$ cat src/rtl/seg_pkg.sv
// seg_pkg: shared types and helpers for the display scan controller.
//   scan_state_t : scan FSM states
//   ANODE_OFF    : inactive anode level (common-anode, active-low drive)
//   IDX_W()      : width of a digit index for n digits (minimum 1)
package seg_pkg;

  typedef enum logic [1:0] {IDLE, BLANK, SHOW} scan_state_t;

  localparam logic ANODE_OFF = 1'b1;

  function automatic int IDX_W(input int n);
    return (n <= 2) ? 1 : $clog2(n);
  endfunction

endpackage

$ cat src/rtl/seg_scan_ctrl.sv
// seg_scan_ctrl: time-multiplexed scan of N_DIGITS common-anode digits that
// share one seven-segment decoder. A shadow buffer catches loads; it moves to
// the active buffer only at a frame boundary (or when scanning starts), so a
// frame never mixes old and new data. Each digit is preceded by a blanking
// gap with all anodes off while the registered nibble/dp settle.
//
// Optional feature macro: SEG_LZ_BLANK_EN (leading-zero suppression).
//
// Ports:
//   clk, rst_n    clock, synchronous active-low reset
//   enable_i      1 = scan, 0 = display dark
//   load_i        strobe, captures value_i/dp_i into shadow buffer
//   value_i       packed nibbles, digit 0 in bits [3:0]
//   dp_i          decimal-point request per digit, 1 = on
//   digit_o       nibble to decoder
//   an_o          active-low anodes (one low, or all high)
//   dp_o          active-low decimal point
//   idx_o         currently selected digit
//   frame_done_o  pulse in the last SHOW cycle of the last digit
module seg_scan_ctrl import seg_pkg::*; #(
  parameter int N_DIGITS  = 4,
  parameter int TICK_DIV  = 100000,
  parameter int BLANK_CYC = 16
) (
  input  logic                          clk,
  input  logic                          rst_n,
  input  logic                          enable_i,
  input  logic                          load_i,
  input  logic [4*N_DIGITS-1:0]         value_i,
  input  logic [N_DIGITS-1:0]           dp_i,
  output logic [3:0]                    digit_o,
  output logic [N_DIGITS-1:0]           an_o,
  output logic                          dp_o,
  output logic [IDX_W(N_DIGITS)-1:0]    idx_o,
  output logic                          frame_done_o
);

  localparam int IW   = IDX_W(N_DIGITS);
  localparam int CMAX = (TICK_DIV > BLANK_CYC) ? TICK_DIV : BLANK_CYC;
  localparam int CW   = (CMAX <= 2) ? 1 : $clog2(CMAX);

  localparam logic [CW-1:0] BLANK_LAST = CW'(BLANK_CYC - 1);
  localparam logic [CW-1:0] SHOW_LAST  = CW'(TICK_DIV - 1);
  localparam logic [IW-1:0] IDX_LAST   = IW'(N_DIGITS - 1);

  scan_state_t state, state_nxt;
  logic [CW-1:0] cnt, cnt_nxt;
  logic [IW-1:0] idx, idx_nxt;

  logic [N_DIGITS-1:0][3:0] shadow, active, active_nxt;
  logic [N_DIGITS-1:0]      shadow_dp, active_dp, active_dp_nxt;
  logic                     pending, xfer, blank_entry, lz_dark;

  always_comb begin
    state_nxt    = state;
    cnt_nxt      = cnt;
    idx_nxt      = idx;
    blank_entry  = 1'b0;
    frame_done_o = 1'b0;
    case (state)
      IDLE: begin
        if (enable_i) begin
          state_nxt   = BLANK;
          cnt_nxt     = '0;
          idx_nxt     = '0;
          blank_entry = 1'b1;
        end
      end
      BLANK: begin
        if (cnt == BLANK_LAST) begin
          state_nxt = SHOW;
          cnt_nxt   = '0;
        end else begin
          cnt_nxt = cnt + CW'(1);
        end
      end
      SHOW: begin
        if (cnt == SHOW_LAST) begin
          state_nxt   = BLANK;
          cnt_nxt     = '0;
          blank_entry = 1'b1;
          if (idx == IDX_LAST) begin
            idx_nxt      = '0;
            frame_done_o = 1'b1;
          end else begin
            idx_nxt = idx + IW'(1);
          end
        end else begin
          cnt_nxt = cnt + CW'(1);
        end
      end
      default: state_nxt = IDLE;
    endcase
    if (!enable_i) begin
      state_nxt   = IDLE;
      cnt_nxt     = '0;
      idx_nxt     = '0;
      blank_entry = 1'b0;
    end
  end

  // Boundary transfer uses the old shadow; a coincident load lands after it.
  assign xfer          = pending && (frame_done_o || (state == IDLE && enable_i));
  assign active_nxt    = xfer ? shadow    : active;
  assign active_dp_nxt = xfer ? shadow_dp : active_dp;

`ifdef SEG_LZ_BLANK_EN
  // upz[i]: nibbles i..N_DIGITS-1 of the active buffer are all zero
  logic [N_DIGITS-1:0] upz;
  always_comb begin
    upz = '0;
    for (int i = 0; i < N_DIGITS; i++) begin
      upz[i] = 1'b1;
      for (int j = i; j < N_DIGITS; j++)
        if (active[j] != 4'h0) upz[i] = 1'b0;
    end
  end
  assign lz_dark = (idx != '0) && upz[idx];
`else
  assign lz_dark = 1'b0;
`endif

  always_comb begin
    an_o = {N_DIGITS{ANODE_OFF}};
    if (state == SHOW && !lz_dark) an_o[idx] = ~ANODE_OFF;
  end

  assign idx_o = idx;

  always_ff @(posedge clk) begin
    if (!rst_n) begin
      state     <= IDLE;
      cnt       <= '0;
      idx       <= '0;
      shadow    <= '0;
      shadow_dp <= '0;
      active    <= '0;
      active_dp <= '0;
      pending   <= 1'b0;
      digit_o   <= 4'h0;
      dp_o      <= 1'b1;
    end else begin
      state     <= state_nxt;
      cnt       <= cnt_nxt;
      idx       <= idx_nxt;
      active    <= active_nxt;
      active_dp <= active_dp_nxt;
      if (load_i) begin
        shadow    <= value_i;
        shadow_dp <= dp_i;
        pending   <= 1'b1;
      end else if (xfer) begin
        pending <= 1'b0;
      end
      // Decoder inputs change only while all anodes are off.
      if (blank_entry) begin
        digit_o <= active_nxt[idx_nxt];
        dp_o    <= ~active_dp_nxt[idx_nxt];
      end
    end
  end

endmodule

$ cat config.mk
export PLATFORM = sky130hd
export DESIGN_NAME = seg_scan_ctrl
export DESIGN_NICKNAME = d
export VERILOG_FILES = /design/src/rtl/seg_pkg.sv /design/src/rtl/seg_scan_ctrl.sv
export SDC_FILE = /design/constraint.sdc
export NUM_CORES = 1
export LEC_CHECK = 0
export CORE_UTILIZATION = 51
export DETAILED_ROUTE_END_ITERATION = 10
export MAX_ROUTING_LAYER = met4
export PLACE_DENSITY = 0.75
export SYNTH_ARGS = -nofsm -noshare
export SYNTH_HDL_FRONTEND = slang
export SYNTH_SLANG_ARGS = --single-unit
$ cat constraint.sdc
create_clock -name clk -period 2.8 [get_ports clk]
set_input_delay 0.84 -clock clk [delete_from_list [all_inputs] [get_ports clk]]
set_output_delay 0.84 -clock clk [all_outputs]
set_load 0.02 [all_outputs]
======== Word level (Yosys, flattened, before mapping) ========
Cells that the tools add are included.
word-level totals
  input port bits ......................... 24
  latch bits .............................. 0
  register bits after elaboration ......... 67
  bits in read-only memories .............. 0
  memories kept ........................... 0
  memory bits (writable) .................. 0
  word-level logic and storage cells ...... 66
cells by class
  $mul .................................... 0
  add/subtract/negate cells ............... 2
  eq/ne operators ......................... 7
  bitwise gates (word level) .............. 2
  div/mod/pow operators ................... 0
  $lt $le $gt $ge ......................... 3
  shifts and indexed selects .............. 0
  reductions and logical operators ........ 9
  multiplexer cells ....................... 27
operators by type and width
  operator                                                                number
  17-bit one-hot mux with 3 select lines                                  1
  17-bit 2-to-1 mux                                                       2
  17-bit by 1-bit adder with 17-bit output (second input constant)        1
  17-bit == test (second input constant)                                  1
  17-bit by 4-bit == test with 1-bit output (second input constant)       1
  16-bit 2-to-1 mux                                                       1
  4-bit 2-to-1 mux                                                        3
  2-bit 2-to-1 mux                                                        5
  1-bit 2-to-1 mux                                                        9
  4-bit binary-select mux with 2-bit select                               1
  2-bit by 3-bit < comparator with 1-bit output (second input constant)   2
  2-bit one-hot mux with 3 select lines                                   1
  2-bit == test (second input constant)                                   2
  2-bit != test (second input constant)                                   2
  4-bit NOT                                                               1
  2-bit one-hot mux with 2 select lines                                   1
  2-bit AND reduction                                                     2
  1-bit logical AND                                                       3
  3-bit nonzero test                                                      1
  2-bit by 1-bit adder with 2-bit output (second input constant)          1
  1-bit binary-select mux with 2-bit select                               1
  1-bit demux with 2-bit select                                           1
  2-bit by 1-bit == test with 1-bit output (second input constant)        1
  2-bit by 1-bit >= comparator with 1-bit output (second input constant)  1
  5 further kinds                                                         5

======== Longest topological paths before layout ========
  depth after elaboration ................. 10
  mapped depth ............................ 9

======== Worst setup path after synthesis ========
No wires, ideal clock.
  path kind ............................... flip-flop to output port
  start point ............................. reg cnt[0]
  end point ............................... out frame_done_o
  arrival ................................. 1.321 ns
  required time ........................... 1.960 ns
  stages on the path, launching flop included .. 7
  setup slack ............................. 0.639 ns
  path through ............................ dfxtp_1 -> ha_1 -> and3_1 -> nand3_1 -> nor2_1 -> nand3_1 -> inv_1
on the way
  longest elaborated chain between the ends .. 3
RTL lines
  element                   line                  source
  start: declaration        seg_scan_ctrl.sv:47   logic [CW-1:0] cnt, cnt_nxt;
  start signal: assignment  seg_scan_ctrl.sv:144  cnt <= cnt_nxt;
  17-bit == test            seg_scan_ctrl.sv:78   if (cnt == SHOW_LAST) begin
  1-bit 2-to-1 mux          seg_scan_ctrl.sv:78
  1-bit 2-to-1 mux          seg_scan_ctrl.sv:60   case (state)
  end: declaration          seg_scan_ctrl.sv:35   output logic frame_done_o
No other way between the ends.

======== Worst setup path in the final report ========
  start point ............................. reg state[0]
  end point ............................... out an_o[1]
on the way
  longest elaborated chain between the ends .. 2
RTL lines
  element                   line                  source
  start: declaration        seg_scan_ctrl.sv:46   scan_state_t state, state_nxt;
  start signal: assignment  seg_scan_ctrl.sv:143  state <= state_nxt;
  2-bit == test             seg_scan_ctrl.sv:125  if (state == SHOW && !lz_dark) an_o[idx] = ~ANODE_OFF;
  4-bit 2-to-1 mux          seg_scan_ctrl.sv:125
  end: declaration          seg_scan_ctrl.sv:32   output logic [N_DIGITS-1:0] an_o,
No other way between the ends.

==> flow_summary_export.csv <==
group,metric,value,unit
sta,clock_skew,0.0120,ns
synthesis,synth_nets,374,
global_route,grt_pass1_wl,10700,um
clock_tree,cts.sinks,67,
global_route,grt_overflow,0,
synthesis,synthFlopType,"dfxtp_1",
clock_tree,cts.path.max_buffers,2,
power,p_leak,1.60,nW
setup_path,crit_arrival,1.86,ns
finish,final_nets,418,
hold_path,min_from,"shadow[5]",
finish,drive_gt1_share,11.0,%
synthesis,synth.area.top_cells,"dfxtp_1 (44%), mux2i_1 (18%), nor2_1 (7.3%), a21oi_1 (4.1%), ha_1 (3.7%)",
setup_path,required,1.96,ns
place,port_buffers,35,
setup_path,reg2reg_from,"cnt[14]",
clock_tree,root_buffer,"clkbuf_8",
finish,final_cells,462,
sta,maxSlewHeadroom,48.9,%
clock_tree,cts_setup_buffers,0,
synthesis,synth_edf_count,0,
synthesis,synth_area,0.00305,mm^2
floorplan,ioPinCount,36,
clock_tree,cts-buffers-inserted,9,
routing,routed_wl,6590,um
setup_path,cp_slowest_cell,"clkdlybuf4s50_1",
floorplan,core_area,0.00564,mm^2
clock_tree,clk_latency,0.34,ns
floorplan,start_util,54.1,%
global_route,antenna_found_initial,0,
synthesis,synth_cell_types,41,
finish,final_area,0.00378,mm^2
clock_tree,tritoncts,"done",
sta,tightest_slew,0.766,ns
synthesis,synth.avg_cell_area,8.95,um^2
routing,via_count,2537,
sta,maxSlewViolCount,0,
clock_tree,clk_pin_slew,0.08,ns
setup_path,crit_path_end_kind,"output pin",
setup_path,rr_endpoint,"digit_o[0]",
sta,max_freq,370,MHz
setup_path,reg2regPathDepth,8,
routing,drt_iter0_drc,201,
synthesis,synth_seq_area_share,44.0,%
synthesis,ys_ff_latch,67,
synthesis,synth-warning-count,0,
setup_path,cp_max_fo,8,
floorplan,row_count,27,
global_route,grt_usage,22.9,%
routing,drt-vias-per-instance,5.49,
routing,antenna_left,0,
setup_path,critical_path_class,"register to output pin",
hold_path,hp-class,"register to register",
routing,dr.pass1.iters,4,
hold_path,whs_endpoint,"shadow[5]",
place,postPlaceCellArea,0.00353,mm^2
power,ir_worst_vdd,0.435,mV
routing,avgRoutedWirePerCell,14.3,um
finish,syn_to_final_growth,23.9,%
hold_path,whs_path_depth,2,
floorplan,die_height,79.4,um
setup_path,r2r_setup_slack,0.30,ns
floorplan,die_x,79.4,um
sta,hold_viol,0,
sta,fin_setup_tns,0,ns
finish,n_antenna_cell,0,
synthesis,synthArstFlopShare,0,%
synthesis,syn_inst,341,
sta,hold_ws,0.495,ns
synthesis,synthMostInstantiatedCell,"dfxtp_1",
setup_path,cp_slowest_stage_delay,0.59,ns
global_route,grt_start_max_net_pins,43,
sta,setup_viol,0,
floorplan,dieArea,0.00630,mm^2
flow_run,max_cap_violations,0,
synthesis,yosys.area.top_type_share,44.0,%
synthesis,synth_top_area_cell,"dfxtp_1",
sta,rsz0062_at_grt,"false",
global_route,grt_pass1_vias,2267,
power,power-per-cell-area,529,mW/mm^2
place,dp.cells,446,
clock_tree,cts-htree-levels,3,
sta,period_minus_slack,2.70,ns
place,hpwlAfterDp,4320,um
sta,fin_crit_sh,96.6,%
routing,drc,0,
setup_path,crit_chain,"inv_1 > ha_2 > buf_4 > nand2_1 > clkdlybuf4s50_1",
status,status,"finished, final reports clean",
finish,final_util,67.0,%
place,place.gp.congestion,0.847,
synthesis,synth_common_cells,"dfxtp_1 (67), nor2_1 (59), mux2i_1 (55), a21oi_1 (25), nand2_1 (24)",
setup_path,cp-start-kind,"register",
==> cells in the final DEF, fill, tap and decap left out, types with 2 or more instances in the layout <==
master	count
a21oi_1	25
nor4_1	2
clkdlybuf4s50_1	32
nor3_1	7
ha_2	2
a31oi_1	3
o21ai_1	10
ha_1	7
nor2b_1	2
a311oi_1	2
clkbuf_8	9
and2_1	3
inv_6	2
nor2_1	58
nand3b_1	2
a21o_1	2
nor3b_1	5
inv_1	8
mux2i_1	55
buf_4	14
nand3_1	8
nand2_1	24
o21ai_0	10
dfxtp_1	66
clkinvlp_4	3
or3_1	3
==> kinds of logic after synthesis <==
kind of cell,share of synthesized area (%)
AO/OA/AOI/OAI,11.6
buffers and inverters,3.81
multiplexers,18.0
adder cells (fa/ha/maj),3.69
flip-flops,44.0
AND/OR/NAND/NOR,18.9
==> state kept, by name (all words and copies together) (netlist names) <==
name       flops
digit_o        4
cnt           17
state          2
pending        1
shadow        16
dp_o           1
active        16
active_dp      4
idx_o          2
shadow_dp      4
==> how the worst max path moves through the flow <==
stage	start	to
2_1_floorplan	cnt[0]	frame_done_o
3_3_place_gp	cnt[0]	frame_done_o
3_5_place_dp	cnt[0]	frame_done_o
4_1_cts	state[0]	an_o[1]
5_1_grt	state[0]	an_o[1]
6_report	state[0]	an_o[1]
==> area by class of cell <==
class,instances,area [um^2]
tap,72,90.1
sequential,67,1340
timing repair buffer,50,478
multi-input combinational,248,1640
clock inverter,7,75.1
fill,449,1860
clock buffer,9,124
inverter,9,33.8
==> per-layer routing <==
metal	share of wire [%]	vias up	track usage, %
met5	0	-	-
met4	2.4	0	12.2
met3	3.5	16	4.14
met2	47	59	34.2
met1	47	1185	29.4
li1	-	1277	-
==> critical path: cells and delay by family, from the launching register on <==
family,cells,cell delay (ns)
fa+ha+maj,1,0.24
flops,1,0.38
simple gates,1,0.06
buf+inv,3,0.86
==> through the flow <==
step                      setup WS (ns)  power [mW]
after floorplan                   0.639        1.13
after global placement            0.102        1.21
after detailed placement         0.0440        1.21
after CTS                       0.00662        2.01
after global routing             0.0105        2.08
final                            0.0966        2.00
==> power by group <==
| group | leakage, nW | internal, mW | switching [mW] |
|---|---|---|---|
| logic | 0.960 | 0.0960 | 0.0980 |
| registers | 0.546 | 0.984 | 0.0165 |
| clock network | 0.0923 | 0.415 | 0.391 |
==> repair_timing <==
item | CTS | global route
endpoints found under the setup margin | 3 | 3
pin swaps | 0 | 0
hold buffers | 0 | 0
gates resized for setup | 5 | 10
endpoints found under the hold margin | 0 | 0
(Power assumes the default switching activity.)
